`config.mk`:
```
export PLATFORM = sky130hd
export DESIGN_NAME = corevx_ptw_multilevel_flat
export DESIGN_NICKNAME = d
export VERILOG_FILES = /design/src/rtl/corevx_ptw_multilevel_if.sv /design/src/rtl/corevx_ptw_multilevel.sv /design/src/flat_wrapper.sv
export SDC_FILE = /design/constraint.sdc
export NUM_CORES = 1
export LEC_CHECK = 0
export BUFFER_PORTS_ARGS = -buffer_cell sky130_fd_sc_hd__buf_2
export CAP_MARGIN = 40
export CORE_MARGIN = 2
export CORE_UTILIZATION = 40
export DETAILED_ROUTE_END_ITERATION = 8
export PLACE_DENSITY = 0.82
export SYNTH_ARGS = -nofsm -noshare
export SYNTH_HDL_FRONTEND = slang
export SYNTH_SLANG_ARGS = --single-unit
```
`constraint.sdc`:
```
create_clock -name clk -period 1.7 [get_ports clk]
set_input_delay 0.255 -clock clk [delete_from_list [all_inputs] [get_ports clk]]
set_output_delay 0.255 -clock clk [all_outputs]
set_load 0.01 [all_outputs]
```
`src/rtl/corevx_ptw_multilevel_if.sv`:
```
// ArmleoBus master-side connection used by the CoreVX page-table walker.
// Address and data widths follow the walker's PPN/VPN parameters.
interface corevx_ptw_multilevel_if #(
    parameter int ADDR_W = 34,
    parameter int DATA_W = 32
);
    logic              m_transaction;
    logic [2:0]        m_cmd;
    logic [ADDR_W-1:0] m_address;
    logic [2:0]        m_transaction_response;
    logic              m_transaction_done;
    logic [DATA_W-1:0] m_rdata;

    modport master (
        output m_transaction,
        output m_cmd,
        output m_address,
        input  m_transaction_response,
        input  m_transaction_done,
        input  m_rdata
    );

    modport slave (
        input  m_transaction,
        input  m_cmd,
        input  m_address,
        output m_transaction_response,
        output m_transaction_done,
        output m_rdata
    );
endinterface

```
`src/rtl/corevx_ptw_multilevel.sv`:
```
// Multi-level page-table walker: resolves a VPN to a PPN with one PTE read per level,
// supporting bare mode, Accessed-bit checking and abort of an in-flight walk.
module corevx_ptw_multilevel #(
    parameter int LEVELS  = 2,
    parameter int VPN_W   = 10,
    parameter int PPN_W   = 22,
    parameter int CHECK_A = 1
) (
    input  logic                                         clk,
    input  logic                                         rst,
    corevx_ptw_multilevel_if.master                      bus,
    input  logic                                         resolve_request,
    output logic                                         resolve_ack,
    input  logic [LEVELS*VPN_W-1:0]                      virtual_address,
    input  logic                                         resolve_abort,
    output logic                                         resolve_done,
    output logic                                         resolve_pagefault,
    output logic                                         resolve_accessfault,
    output logic [7:0]                                   resolve_access_bits,
    output logic [PPN_W-1:0]                             resolve_physical_address,
    output logic [((LEVELS > 1) ? $clog2(LEVELS) : 1)-1:0] resolve_level,
    input  logic                                         matp_mode,
    input  logic [PPN_W-1:0]                             matp_ppn
);

    localparam int VA_W  = LEVELS * VPN_W;
    localparam int LVL_W = (LEVELS > 1) ? $clog2(LEVELS) : 1;
    localparam logic [LVL_W-1:0] ROOT_LEVEL   = LVL_W'(LEVELS - 1);
    localparam logic [2:0]       CMD_READ     = 3'd1;
    localparam logic [2:0]       RESP_SUCCESS = 3'd0;

    typedef enum logic [1:0] {IDLE, WALK, DONE} state_t;

    state_t             state_q, state_d;
    logic [VA_W-1:0]    vpn_q;
    logic [PPN_W-1:0]   table_base_q;
    logic [LVL_W-1:0]   level_q;
    logic               abort_pending_q;

    logic               capture, descend, finish;
    logic               res_pf_d, res_af_d;
    logic [7:0]         res_bits_d;
    logic [PPN_W-1:0]   res_pa_d;
    logic [LVL_W-1:0]   res_level_d;

    logic [PPN_W-1:0]   pte_ppn;
    logic [7:0]         pte_flags;
    logic               pte_v, pte_r, pte_w, pte_x, pte_u, pte_a, pte_d;
    logic [1:0]         unused_pte_rsw;
    logic [VPN_W-1:0]   vpn_cur;
    logic [PPN_W-1:0]   lvl_mask, vpn_ext, va_in_ext;
    logic [VA_W+PPN_W-1:0] vpn_wide, va_in_wide;
    logic               abort_hit;

    assign pte_ppn        = bus.m_rdata[PPN_W+9:10];
    assign unused_pte_rsw = bus.m_rdata[9:8];
    assign pte_flags      = bus.m_rdata[7:0];
    assign pte_v          = pte_flags[0];
    assign pte_r          = pte_flags[1];
    assign pte_w          = pte_flags[2];
    assign pte_x          = pte_flags[3];
    assign pte_u          = pte_flags[4];
    assign pte_a          = pte_flags[6];
    assign pte_d          = pte_flags[7];

    assign vpn_cur    = vpn_q[int'(level_q)*VPN_W +: VPN_W];
    // Low bits of a PPN that a leaf at the current level must leave to the VA.
    assign lvl_mask   = (PPN_W'(1) << (int'(level_q) * VPN_W)) - PPN_W'(1);
    assign vpn_wide   = {{PPN_W{1'b0}}, vpn_q};
    assign va_in_wide = {{PPN_W{1'b0}}, virtual_address};
    assign vpn_ext    = vpn_wide[PPN_W-1:0];
    assign va_in_ext  = va_in_wide[PPN_W-1:0];
    assign abort_hit  = abort_pending_q | resolve_abort;

    assign bus.m_transaction = (state_q == WALK);
    assign bus.m_cmd         = CMD_READ;
    assign bus.m_address     = {table_base_q, vpn_cur, 2'b00};
    assign resolve_ack       = (state_q == IDLE) && !resolve_abort;
    assign resolve_done      = (state_q == DONE);

    always_ff @(posedge clk) begin
        if (rst) begin
            state_q <= IDLE;
        end else begin
            state_q <= state_d;
        end
    end

    always_comb begin
        state_d     = state_q;
        capture     = 1'b0;
        descend     = 1'b0;
        finish      = 1'b0;
        res_pf_d    = 1'b0;
        res_af_d    = 1'b0;
        res_bits_d  = 8'h00;
        res_pa_d    = '0;
        res_level_d = level_q;
        case (state_q)
            IDLE: begin
                if (resolve_request && !resolve_abort) begin
                    capture = 1'b1;
                    if (matp_mode) begin
                        state_d = WALK;
                    end else begin
                        state_d     = DONE;
                        finish      = 1'b1;
                        res_pa_d    = va_in_ext;
                        res_bits_d  = 8'hCF;
                        res_level_d = '0;
                    end
                end
            end
            WALK: begin
                // An aborted walk still waits for its read so the bus handshake completes.
                if (bus.m_transaction_done) begin
                    if (abort_hit) begin
                        state_d = IDLE;
                    end else begin
                        state_d    = DONE;
                        finish     = 1'b1;
                        res_bits_d = pte_flags;
                        if (bus.m_transaction_response != RESP_SUCCESS) begin
                            res_af_d   = 1'b1;
                            res_bits_d = 8'h00;
                        end else if (!pte_v || (pte_w && !pte_r)) begin
                            res_pf_d = 1'b1;
                        end else if (pte_r || pte_x) begin
                            if ((level_q != '0) && ((pte_ppn & lvl_mask) != '0)) begin
                                res_pf_d = 1'b1;
                            end else if ((CHECK_A != 0) && !pte_a) begin
                                res_pf_d = 1'b1;
                            end else begin
                                res_pa_d = (pte_ppn & ~lvl_mask) | (vpn_ext & lvl_mask);
                            end
                        end else if ((level_q == '0) || pte_u || pte_a || pte_d) begin
                            res_pf_d = 1'b1;
                        end else begin
                            state_d = WALK;
                            finish  = 1'b0;
                            descend = 1'b1;
                        end
                    end
                end
            end
            DONE: begin
                state_d = IDLE;
            end
            default: begin
                state_d = IDLE;
            end
        endcase
    end

    always_ff @(posedge clk) begin
        if (rst) begin
            vpn_q                    <= '0;
            table_base_q             <= '0;
            level_q                  <= '0;
            abort_pending_q          <= 1'b0;
            resolve_pagefault        <= 1'b0;
            resolve_accessfault      <= 1'b0;
            resolve_access_bits      <= 8'h00;
            resolve_physical_address <= '0;
            resolve_level            <= '0;
        end else begin
            abort_pending_q <= (state_q == WALK) && (state_d == WALK) && abort_hit;
            if (capture) begin
                vpn_q        <= virtual_address;
                table_base_q <= matp_ppn;
                level_q      <= ROOT_LEVEL;
            end else if (descend) begin
                table_base_q <= pte_ppn;
                level_q      <= level_q - LVL_W'(1);
            end
            if (finish) begin
                resolve_pagefault        <= res_pf_d;
                resolve_accessfault      <= res_af_d;
                resolve_access_bits      <= res_bits_d;
                resolve_physical_address <= res_pa_d;
                resolve_level            <= res_level_d;
            end
        end
    end

endmodule

```
`src/flat_wrapper.sv`:
```
// flat-port wrapper written by rule: the top's interface ports become plain ports
module corevx_ptw_multilevel_flat 
#(
    parameter int LEVELS  = 2,
    parameter int VPN_W   = 10,
    parameter int PPN_W   = 22,
    parameter int CHECK_A = 1
)
  (clk, rst, resolve_request, resolve_ack, virtual_address, resolve_abort, resolve_done, resolve_pagefault, resolve_accessfault, resolve_access_bits, resolve_physical_address, resolve_level, matp_mode, matp_ppn, bus_m_transaction, bus_m_cmd, bus_m_address, bus_m_transaction_response, bus_m_transaction_done, bus_m_rdata);
  corevx_ptw_multilevel_if #(.ADDR_W(34), .DATA_W(32)) bus_i ();
  input  logic clk;
  input  logic rst;
  input  logic resolve_request;
  output logic resolve_ack;
  input  logic [LEVELS*VPN_W-1:0] virtual_address;
  input  logic resolve_abort;
  output logic resolve_done;
  output logic resolve_pagefault;
  output logic resolve_accessfault;
  output logic [7:0] resolve_access_bits;
  output logic [PPN_W-1:0] resolve_physical_address;
  output logic [((LEVELS > 1) ? $clog2(LEVELS) : 1)-1:0] resolve_level;
  input  logic matp_mode;
  input  logic [PPN_W-1:0] matp_ppn;
  output wire logic [$bits(bus_i.m_transaction)-1:0] bus_m_transaction;
  output wire logic [$bits(bus_i.m_cmd)-1:0] bus_m_cmd;
  output wire logic [$bits(bus_i.m_address)-1:0] bus_m_address;
  input wire logic [$bits(bus_i.m_transaction_response)-1:0] bus_m_transaction_response;
  input wire logic [$bits(bus_i.m_transaction_done)-1:0] bus_m_transaction_done;
  input wire logic [$bits(bus_i.m_rdata)-1:0] bus_m_rdata;
  assign bus_m_transaction = bus_i.m_transaction;
  assign bus_m_cmd = bus_i.m_cmd;
  assign bus_m_address = bus_i.m_address;
  assign bus_i.m_transaction_response = bus_m_transaction_response;
  assign bus_i.m_transaction_done = bus_m_transaction_done;
  assign bus_i.m_rdata = bus_m_rdata;
  corevx_ptw_multilevel #(.LEVELS(LEVELS), .VPN_W(VPN_W), .PPN_W(PPN_W), .CHECK_A(CHECK_A)) u_core (.clk(clk), .rst(rst), .bus(bus_i), .resolve_request(resolve_request), .resolve_ack(resolve_ack), .virtual_address(virtual_address), .resolve_abort(resolve_abort), .resolve_done(resolve_done), .resolve_pagefault(resolve_pagefault), .resolve_accessfault(resolve_accessfault), .resolve_access_bits(resolve_access_bits), .resolve_physical_address(resolve_physical_address), .resolve_level(resolve_level), .matp_mode(matp_mode), .matp_ppn(matp_ppn));
endmodule
```
### Yosys cells after proc, flatten, opt, wreduce, memory -nomap -nowiden

Index checks and enable logic that the tools add are counted.

| storage, ports and cells | value |
|---|---|
| register bits | 79 |
| input port bits | 83 |
| logic and storage cells | 105 |

| operators by class | value |
|---|---|
| add/subtract/negate cells | 2 |
| multiply operators | 1 |
| equal/unequal tests | 3 |
| shift-type cells | 2 |
| muxes and demuxes | 62 |
| bitwise logic cells | 7 |
| reduce and logical (&&, ||, !) cells | 18 |

Operator list:

| operator | count |
|---|---|
| $mux 22 | 10 |
| $and 22x22->22 | 2 |
| $pmux 22 s2 | 1 |
| $mux 8 | 5 |
| $mux 1 | 34 |
| $shl 1x32->22 const A | 1 |
| $and 20x22->22 | 1 |
| $not 22->22 | 1 |
| $or 22x22->22 | 1 |
| $reduce_bool 22->1 | 1 |
| $sub 22x2->22 const B | 1 |
| $mux 20 | 1 |
| $shiftx 20x6->10 | 1 |
| $mux 2 | 8 |
| $pmux 8 s2 | 1 |
| $logic_and 1x1->1 | 6 |
| $logic_or 1x1->1 | 5 |
| $eq 2x1->1 const B | 2 |
| $mul 1x3->4 const B | 1 |
| $pmux 2 s2 | 1 |
| $logic_not 1->1 | 3 |
| $reduce_bool 3->1 | 1 |
| $eq 2x2->1 const B | 1 |
| $logic_not 2->1 | 1 |
| 5 further kinds | 5 |

### Logic depth before layout (Yosys ltp)

Gate-level depths: netlist (run 1).

| depth | value |
|---|---|
| word-level depth | 14 |
| depth in mapped cells | 7 |
| mapped depth without buffers | 5 |

### Worst setup path after synthesis (run 1)

Ideal clock, no wire load.

| timing path | value |
|---|---|
| path kind | register -> register |
| start point | reg u_core.state_q[1] |
| end point | reg u_core.table_base_q[3] |
| setup time | 0.086 ns |
| arrival time | 1.703 ns |
| required time | 1.614 ns |
| slack | -0.088 ns |
| cell stages (with the launch flop) | 8 |
| path buffers | 2 |
| period minus slack after synthesis | 1.788 ns |
| cells stage by stage | dfxtp_1 > and2b_1 > nand3_1 > or3_1 > buf_6 > buf_6 > mux2i_1 > a211oi_1 |

| on the way | value |
|---|---|
| longest elaborated chain between the ends | 3 |

Ends and longest elaborated chain:

| what | RTL line | source |
|---|---|---|
| start: declaration | corevx_ptw_multilevel.sv:34 | `state_t state_q, state_d;` |
| start signal: assignment | corevx_ptw_multilevel.sv:85 | `state_q <= state_d;` |
| $eq 2x1->1 | -- |  |
| named net bus_m_transaction | flat_wrapper.sv:25 | `output wire logic [$bits(bus_i.m_transaction)-1:0] bus_m_transaction;` |
| $mux 1 | corevx_ptw_multilevel.sv:99 | `case (state_q)` |
| $reduce_bool 2->1 (no source line) | -- |  |
| end signal: assignment | corevx_ptw_multilevel.sv:170 | `table_base_q <= matp_ppn;` |
| end signal: assignment | corevx_ptw_multilevel.sv:173 | `table_base_q <= pte_ppn;` |
| end: declaration | corevx_ptw_multilevel.sv:36 | `logic [PPN_W-1:0] table_base_q;` |

The timed path passes the listed nets, and every way through them passes these cells.
A chain may end at the register's enable or synchronous reset.

### Final worst setup path (run 1)

| timing path | value |
|---|---|
| start point | reg u_core.level_q |
| end point | reg u_core.table_base_q[14] |

| on the way | value |
|---|---|
| longest elaborated chain between the ends | 12 |

Ends and longest elaborated chain:

| what | RTL line | source |
|---|---|---|
| start: declaration | corevx_ptw_multilevel.sv:37 | `logic [LVL_W-1:0] level_q;` |
| start signal: assignment | corevx_ptw_multilevel.sv:174 | `level_q <= level_q - LVL_W'(1);` |
| $not 1->1 | corevx_ptw_multilevel.sv:136 | `end else if ((level_q == '0) \|\| pte_u \|\| pte_a \|\| pte_d) begin` |
| $logic_or 1x1->1 (3 in a row) | corevx_ptw_multilevel.sv:136 |  |
| $mux 1 | corevx_ptw_multilevel.sv:136 |  |
| $mux 1 | corevx_ptw_multilevel.sv:128 | `end else if (pte_r \|\| pte_x) begin` |
| $mux 1 | corevx_ptw_multilevel.sv:126 | `end else if (!pte_v \|\| (pte_w && !pte_r)) begin` |
| $mux 1 | corevx_ptw_multilevel.sv:123 | `if (bus.m_transaction_response != RESP_SUCCESS) begin` |
| $mux 1 | corevx_ptw_multilevel.sv:117 | `if (abort_hit) begin` |
| $mux 1 | corevx_ptw_multilevel.sv:116 | `if (bus.m_transaction_done) begin` |
| $mux 1 | corevx_ptw_multilevel.sv:99 |  |
| $reduce_bool 2->1 (no source line) | -- |  |

Every way passes these cells.

==> run_results.csv, run 1 <==
group,metric,value,unit
timing,final.hold.worst_slack,0.147,ns
power_and_ir_drop,max-vdd-ir-drop,386,uV
finish,post_route_cells_drive_above_1_share,46.4,%
global_route,pin_count_of_the_biggest_net_entering_global_routing,54,
global_route,gr_overflow_total,0,
drt,drc,0,
yosys,syn-cell-area,3690,um2
finish,fillCellCount,840,
timing,hold_violation_count_in_the_final_report,0,
timing,final.period_utilization,98.7,%
finish,fin_util,57.8,%
cts,cts_max_path_buffers,2,
setup_path,critPathKind,"reg2reg",
setup_path,crit_path_start_kind,"flop",
power_and_ir_drop,power_density,826,nW/um2
timing,worstMarginPinSlew,0.565,ns
floorplanning,initial_utilization,40.5,%
timing,setup_tns,0,ns
cts,htree_num_levels,3,
floorplanning,die_area,10000,um2
drt,antenna_left,0,
yosys,largest_area_contributor_in_the_netlist,"sky130_fd_sc_hd__dfxtp_1",
floorplanning,core-area,9110,um2
setup_path,critical_path.max_fanout,22,
global_route,antenna_found_initial,0,
timing,final-setup-viol-count,0,
drt,drtIter0Drc,195,
drt,routed_via_density,5.37,
yosys,number_of_synthesized_flops_with_an_enable_pin,0,
setup_path,cp.arrival,1.93,ns
timing,finalCriticalPeriod,1.68,ns
floorplanning,rows,35,
yosys,area_share_of_the_largest_cell_type_after_synthesis,42.9,%
global_route,first_global_vias,3705,
power_and_ir_drop,p_leak,2.32,nW
yosys,synth.distinct_cells,42,
cts,tritoncts,"built",
drt,routed-via-count,3859,
floorplanning,die_w,100,um
floorplanning,die_y,100,um
setup_path,cp_slowest_cell,"sky130_fd_sc_hd__dfxtp_4",
place,placement.io_buffers,148,
timing,finalMaxSlewViolations,0,
finish,layout-area-overhead-vs-synth,42.7,%
yosys,synth-seq-cells,79,
cts,root_buffer,"sky130_fd_sc_hd__clkbuf_8",
cts,clock_tree_sinks,79,
hold_path,min-delay-path-class,"in2reg",
setup_path,critical_path_buf_inv_count,1,
global_route,grt_use_total,23.3,%
timing,rsz_0062_raised_after_global_routing,"true",
yosys,yosysWarnings,0,
yosys,netlist_instances,436,
timing,worst_slew_margin_rel,61.9,%
yosys,yosys_most_used_dff,"sky130_fd_sc_hd__dfxtp_1",
place,hpwlAfterDp,8.36,mm
drt,routedWlPerCell,16.4,um
yosys,top_area_cells_in_the_synthesized_netlist,"sky130_fd_sc_hd__dfxtp_1, sky130_fd_sc_hd__nand2_1, sky130_fd_sc_hd__mux2_2, sky130_fd_sc_hd__a21oi_1, sky130_fd_sc_hd__a221oi_2",
setup_path,reg2reg_setup_slack,0.02,ns
flow_run,total_of_max_cap_violations,0,
timing,timing.fmax,0.596,GHz
finish,layout.nets,687,
yosys,synthArstFlopShare,0,%
outcome,outcome,"complete, no violations",
cts,cts_buffers,9,
cts,cts.clk_slew.worst_paths,0.08,ns
setup_path,worstPathCellList,"nor4b_4, nand2_2, or3_4, buf_4, a311oi_1",
setup_path,cpLargestDelayFamily,"simple AND/OR/NAND/NOR gates",
timing,finalClockSkew,0.00818,ns
yosys,mapped_avg_cell_area,8.46,um2
floorplanning,design.portCount,156,
setup_path,critPathMaxStageDelay,0.40,ns
setup_path,worst_ep_required_time,1.95,ns
global_route,grt_pass1_wl,18.3,mm
drt,route.final.wire_length,11.8,mm
setup_path,worst_setup_path_end_kind,"flop",
place,globalplace.congestion,0.868,
drt,pre_antenna_drt_iters,4,
yosys,synth_seq_area_share,42.9,%
cts,insertion_delay,0.35,ns
finish,num_antenna_cells,0,
worst min-delay path, delay by kind of cell:
kind                   cells  cell delay [ns]
AOI/OAI and AO/OA          1             0.05
buffers and inverters      1             0.10
and+or+nand+nor            1             0.05
cell usage after synthesis, types with 8 or more instances:
library cell / number
sky130_fd_sc_hd__a211oi_1: 10
sky130_fd_sc_hd__a21oi_1: 29
sky130_fd_sc_hd__a221oi_1: 12
sky130_fd_sc_hd__a221oi_2: 8
sky130_fd_sc_hd__a311oi_1: 11
sky130_fd_sc_hd__buf_4: 10
sky130_fd_sc_hd__clkbuf_1: 21
sky130_fd_sc_hd__dfxtp_1: 79
sky130_fd_sc_hd__inv_1: 22
sky130_fd_sc_hd__mux2_2: 20
sky130_fd_sc_hd__mux2i_1: 10
sky130_fd_sc_hd__nand2_1: 91
sky130_fd_sc_hd__nor2_1: 30
sky130_fd_sc_hd__nor3_1: 14
sky130_fd_sc_hd__o21ai_0: 22
cell families (layout without fill, tap and decap cells):
logic type	count (synthesis)	after routing	synth area share [%]
multiplexers	30	30	8.82
AO/OA/AOI/OAI	105	105	21.0
other	2	5	0.204
AND/OR/NAND/NOR	159	159	18.9
flip-flops	79	79	42.9
buffers and inverters	61	230	8.18
per-layer routing:
layer,vias up,global-route usage [%],part of all wire (%)
met5,-,0,0
met4,0,9.48,2.5
met3,27,3.90,5.7
met2,150,39.7,49
met1,1825,29.5,43
li1,1857,-,-
layout by cell type (no fill, tap or decap), types with 2 or more instances in the layout:
master                        n
sky130_fd_sc_hd__nand2_2      4
sky130_fd_sc_hd__dfxtp_1     77
sky130_fd_sc_hd__o21ai_1      9
sky130_fd_sc_hd__nor2_1      29
sky130_fd_sc_hd__a311oi_2     6
sky130_fd_sc_hd__nor2_4       2
sky130_fd_sc_hd__conb_1       5
sky130_fd_sc_hd__buf_6        8
sky130_fd_sc_hd__mux2i_1      9
sky130_fd_sc_hd__buf_12       6
sky130_fd_sc_hd__o21ai_2      3
sky130_fd_sc_hd__nor3_2       3
sky130_fd_sc_hd__buf_4       30
sky130_fd_sc_hd__or3_1        2
sky130_fd_sc_hd__a221oi_2    19
sky130_fd_sc_hd__nor2b_1      2
sky130_fd_sc_hd__nand3_1      2
sky130_fd_sc_hd__a311oi_1     7
sky130_fd_sc_hd__bufinv_16    2
sky130_fd_sc_hd__a32oi_1      2
sky130_fd_sc_hd__nor3_1      13
sky130_fd_sc_hd__mux2_2      20
sky130_fd_sc_hd__inv_1       22
sky130_fd_sc_hd__nand2b_1     3
sky130_fd_sc_hd__a32o_1       2
sky130_fd_sc_hd__o21ai_0     10
sky130_fd_sc_hd__a211oi_1     7
sky130_fd_sc_hd__nor4_1       2
sky130_fd_sc_hd__a211oi_2     3
sky130_fd_sc_hd__a21oi_1     29
sky130_fd_sc_hd__clkbuf_8    12
sky130_fd_sc_hd__nand2_1     87
sky130_fd_sc_hd__buf_2      148
what timing repair did:
| action | 4_1_cts | 5_1_grt |
|---|---|---|
| pin swaps | 15 | 7 |
| resized for setup | 35 | 28 |
| setup buffers | 3 | 2 |
| hold buffers | 0 | 0 |
| gates cloned | 2 | 1 |
| setup endpoints to repair | 45 | 54 |
flip-flops by register name, summed over array words and instances (netlist names):
signal and count:
u_core.state_q 2, u_core.resolve_level 1, u_core.resolve_accessfault 1, u_core.level_q 1
u_core.resolve_access_bits 8, u_core.abort_pending_q 1, u_core.resolve_pagefault 1, u_core.resolve_physical_address 22
u_core.vpn_q 20, u_core.table_base_q 22
final timing paths:
| path | start | end | depth (start not counted) |
|---|---|---|---|
| worst max-delay path | u_core.level_q$_SDFFE_PP0P_ | u_core.table_base_q[14]$_SDFFE_PP0P_ | 5 |
| worst min register to register | u_core.vpn_q[15]$_SDFFE_PP0P_ | u_core.vpn_q[15]$_SDFFE_PP0P_ | 2 |
| worst min-delay path | virtual_address[1] | u_core.vpn_q[1]$_SDFFE_PP0P_ | 3 |
| worst max register to register | u_core.level_q$_SDFFE_PP0P_ | u_core.table_base_q[14]$_SDFFE_PP0P_ | 5 |
layout make-up:
cell class	instances	area, um2	area share, %
inverters	22	82.6	1.57
clock buffers	12	165	3.14
well taps	111	139	2.64
multi-input cells	299	2020	38.4
flip-flops and latches	79	1590	30.2
repair buffers	193	1200	22.8
clock inverters	3	65.1	1.24
power by group:
part | total (W) | internal [W] | leakage, nW | switching, W
Sequential | 0.00200 | 0.00195 | 0.647 | 0.0000553
Combinational | 0.000725 | 0.000338 | 1.56 | 0.000387
Clock | 0.00162 | 0.000938 | 0.118 | 0.000682
Total | 0.00435 | 0.00322 | 2.32 | 0.00112
stage by stage:
stage	power [W]	instances	worst slack (ns)	instance area, um2
after floorplan	0.00238	439	-0.0158	3710
after global placement	0.00268	696	-0.185	4720
after detailed placement	0.00270	696	-0.237	4720
after CTS	0.00434	716	-0.0313	5140
after global routing	0.00452	719	-0.0337	5260
final	0.00435	719	0.0225	5260
Power figures use the tool's default switching activity.
==> run 2, diff against run 1 <==
--- a/config.mk
+++ b/config.mk
@@ -5,12 +5,13 @@
 export SDC_FILE = /design/constraint.sdc
 export NUM_CORES = 1
 export LEC_CHECK = 0
+export ABC_CLOCK_PERIOD_IN_PS = 1700
 export BUFFER_PORTS_ARGS = -buffer_cell sky130_fd_sc_hd__buf_2
 export CAP_MARGIN = 40
 export CORE_MARGIN = 2
-export CORE_UTILIZATION = 40
+export CORE_UTILIZATION = 26
 export DETAILED_ROUTE_END_ITERATION = 8
-export PLACE_DENSITY = 0.82
+export PLACE_DENSITY = 0.61
 export SYNTH_ARGS = -nofsm -noshare
 export SYNTH_HDL_FRONTEND = slang
 export SYNTH_SLANG_ARGS = --single-unit
==> run 2 against run 1 <==
Compared with the run above:
- the run now ends with negative setup slack left
- sequential power about the same
- critical endpoint is now u_core.resolve_physical_address[1]$_SDFFE_PP0P_
- largest cell class unchanged
- clock skew down 0.0025 ns
- combinational power about the same
- maximum frequency down 6.1%
- via count down 0.78%
- critical path depth up 2
- count of clock-buffer cells in the layout down 1
- final area up 3.5%
- global-route usage down 6.5 points
- first-iteration DRC count up 12%
- worst setup slack worse by 0.11 ns
- flip-flop and latch count unchanged
==> run_results.csv, run 2 (synthesis results as in run 1) <==
group,metric,value,unit
outcome,outcome,"finished, violations left",
outcome,violations_in_the_final_reports,"negative setup slack",
finish,num_antenna_cells,0,
timing,finalClockSkew,0.00565,ns
global_route,grt_pass1_wl,19.3,mm
drt,routed_via_density,4.86,
cts,root_buffer,"sky130_fd_sc_hd__clkbuf_16",
floorplanning,die_area,15100,um2
place,placed_cell_area,4840,um2
setup_path,worst_setup_path_end_kind,"flop",
timing,worstMarginPinSlew,0.596,ns
hold_path,min-delay-path-class,"in2reg",
timing,finalCriticalPeriod,1.79,ns
drt,routedWlPerCell,16.8,um
timing,final-setup-viol-count,15,
place,globalplace.congestion,0.830,
power_and_ir_drop,pwr-share-seq,44.9,%
place,detailedPlace.worstSlack,-0.316,ns
finish,mostFrequentLayoutCell,"sky130_fd_sc_hd__buf_2",
power_and_ir_drop,p_int,0.00328,W
finish,post_route_cells_drive_above_1_share,46.5,%
global_route,grt_use_total,16.8,%
setup_path,reg2regPathDepth,7,
global_route,pin_count_of_the_biggest_net_entering_global_routing,55,
floorplanning,core-area,13900,um2
power_and_ir_drop,power.total,0.00446,W
setup_path,ff_to_ff_start,"u_core.state_q[1]$_SDFF_PP0_",
drt,routed-via-count,3829,
drt,route.final.wire_length,13.2,mm
power_and_ir_drop,combPwrFrac,16.3,%
cts,insertion_delay,0.34,ns
drt,drc,0,
global_route,grt.met1_usage,21.0,%
setup_path,endpoint,"u_core.resolve_physical_address[1]$_SDFFE_PP0P_",
cts,cts_max_path_buffers,2,
setup_path,reg2reg_setup_slack,-0.09,ns
global_route,gr_overflow_total,0,
setup_path,cp.arrival,2.03,ns
global_route,met2_usage,28.1,%
finish,final_cell_mix,"sky130_fd_sc_hd__buf_2, sky130_fd_sc_hd__nand2_1, sky130_fd_sc_hd__dfxtp_1",
floorplanning,initial_utilization,26.6,%
setup_path,reg2reg_to,"u_core.resolve_physical_address[1]$_SDFFE_PP0P_",
place,hpwlAfterDp,9.07,mm
setup_path,critPathMaxStageDelay,0.37,ns
cts,cts.clk_slew.worst_paths,0.06,ns
setup_path,cpLargestDelayFamily,"simple AND/OR/NAND/NOR gates",
cts,clock_tree_sinks,79,
drt,drtIter0Drc,219,
finish,layout.nets,689,
global_route,globalRouteMet3Util,4.61,%
global_route,grt.busiest_layer,"met2",
setup_path,crit_path_start_kind,"flop",
flow_run,total_of_max_cap_violations,0,
power_and_ir_drop,max-vdd-ir-drop,360,uV
timing,hold_violation_count_in_the_final_report,0,
cts,tritoncts,"built",
cts,htree_num_levels,3,
global_route,first_global_vias,3727,
setup_path,critPathKind,"reg2reg",
drt,antenna_left,0,
global_route,antenna_found_initial,0,
timing,timing.final.ws_setup,-0.0862,ns
setup_path,cp_slowest_cell,"sky130_fd_sc_hd__nor4_4",
power_and_ir_drop,share_clk_of_total_power,38.8,%
drt,pre_antenna_drt_iters,4,
setup_path,worstPathCellList,"and2b_2, nand4_1, nor4_4, buf_4, buf_8, nand2_1, a221oi_2",
timing,timing.fmax,0.560,GHz
cts,cts_buffers,9,
finish,largestRegisters,"u_core.resolve_physical_address: 22 flops, u_core.table_base_q: 22 flops, u_core.vpn_q: 20 flops",
finish,layout-area-overhead-vs-synth,47.7,%
power_and_ir_drop,power_density,820,nW/um2
setup_path,crit_cells,7,
place,placement.io_buffers,148,
cts,cts_hold_repair.buffers,0,
setup_path,timing.critical_path.from,"u_core.state_q[1]$_SDFF_PP0_",
timing,rsz_0062_raised_after_global_routing,"true",
setup_path,worst_ep_required_time,1.95,ns
floorplanning,rows,43,
floorplanning,design.portCount,156,
timing,final.hold.worst_slack,0.166,ns
power_and_ir_drop,p_switching,0.00118,W
setup_path,critical_path.max_fanout,10,
setup_path,critical_path_buf_inv_count,2,
timing,finalMaxSlewViolations,0,
power_and_ir_drop,p_leak,2.38,nW
power_and_ir_drop,power.share.switching,26.5,%
finish,final_design_area_no_fill,5450,um2
timing,worst_slew_margin_rel,59.9,%
finish,fin_util,39.2,%
floorplanning,die_y,123,um
floorplanning,die_w,123,um
timing,final.period_utilization,105,%
## run 2: cell count changes in the layout (fill, tap and decap cells not counted), moves of 3 or more
| cell | previous run | this run |
|---|---|---|
| sky130_fd_sc_hd__nor2_2 | 1 | 4 |
| sky130_fd_sc_hd__clkbuf_8 | 12 | 1 |
| sky130_fd_sc_hd__o21ai_0 | 10 | 18 |
| sky130_fd_sc_hd__nand2_1 | 87 | 82 |
| sky130_fd_sc_hd__buf_4 | 30 | 27 |
| sky130_fd_sc_hd__nand2_2 | 4 | 8 |
| sky130_fd_sc_hd__clkbuf_16 | 1 | 12 |
| sky130_fd_sc_hd__o21ai_1 | 9 | 3 |
## run 2: area by class of cell
class	instances	area [um2]
multi-input combinational	299	2010
tap	180	225
inverter	22	82.6
sequential	79	1590
fill	1428	8440
timing repair buffer	195	1290
clock buffer	11	243
clock inverter	2	10.0
## run 2: worst register-to-register path, stage by stage, from the launching register on
cell and delay [ns]:
sky130_fd_sc_hd__dfxtp_2 0.31, sky130_fd_sc_hd__and2b_2 0.23, sky130_fd_sc_hd__nand4_1 0.15, sky130_fd_sc_hd__nor4_4 0.37, sky130_fd_sc_hd__buf_4 0.17, sky130_fd_sc_hd__buf_8 0.13, sky130_fd_sc_hd__nand2_1 0.08, sky130_fd_sc_hd__a221oi_2 0.24
## run 2: metal layers
layer  vias up  wire (um)  share of wire (%)
met2       133       6250                 47
met5         -          0                  0
li1       1863          -                  -
met1      1816       5990                 45
met4         0        215                1.6
met3        17        767                5.8
## run 2: power by group through the flow
stage | clock network (W) | registers, W | logic (W)
detailed placement | 0 | 0.00204 | 0.000685
global route | 0.00184 | 0.00201 | 0.000798
CTS | 0.00178 | 0.00200 | 0.000689
global placement | 0 | 0.00204 | 0.000674
finish | 0.00173 | 0.00200 | 0.000727
floorplan | 0 | 0.00207 | 0.000308
## run 2: worst min-delay path by stage
stage	from	end	slack, ns	cells past startpoint
floorplan	bus_m_transaction_done	u_core.abort_pending_q$_SDFF_PP0_	0.35	1
global placement	u_core.resolve_physical_address[11]$_SDFFE_PP0P_	u_core.resolve_physical_address[11]$_SDFFE_PP0P_	0.45	2
detailed placement	u_core.resolve_physical_address[18]$_SDFFE_PP0P_	u_core.resolve_physical_address[18]$_SDFFE_PP0P_	0.45	2
CTS	virtual_address[9]	u_core.vpn_q[9]$_SDFFE_PP0P_	0.15	3
global route	bus_m_rdata[31]	u_core.resolve_physical_address[21]$_SDFFE_PP0P_	0.16	2
finish	bus_m_rdata[31]	u_core.resolve_physical_address[21]$_SDFFE_PP0P_	0.17	2
## run 2: what timing repair did
action                                  4_1_cts  5_1_grt
hold endpoints to repair                      0        0
pin swaps                                     0       24
endpoints found under the setup margin       15       44
gates resized for setup                       1       55
cloned                                        0        3
setup buffers                                 0        9
## run 2: stage by stage
step	setup TNS (ns)	instances
after floorplan	-0.0317	439
after global placement	-6.15	764
after detailed placement	-7.54	764
after CTS	-0.292	777
after global routing	-2.68	788
final	-0.629	788
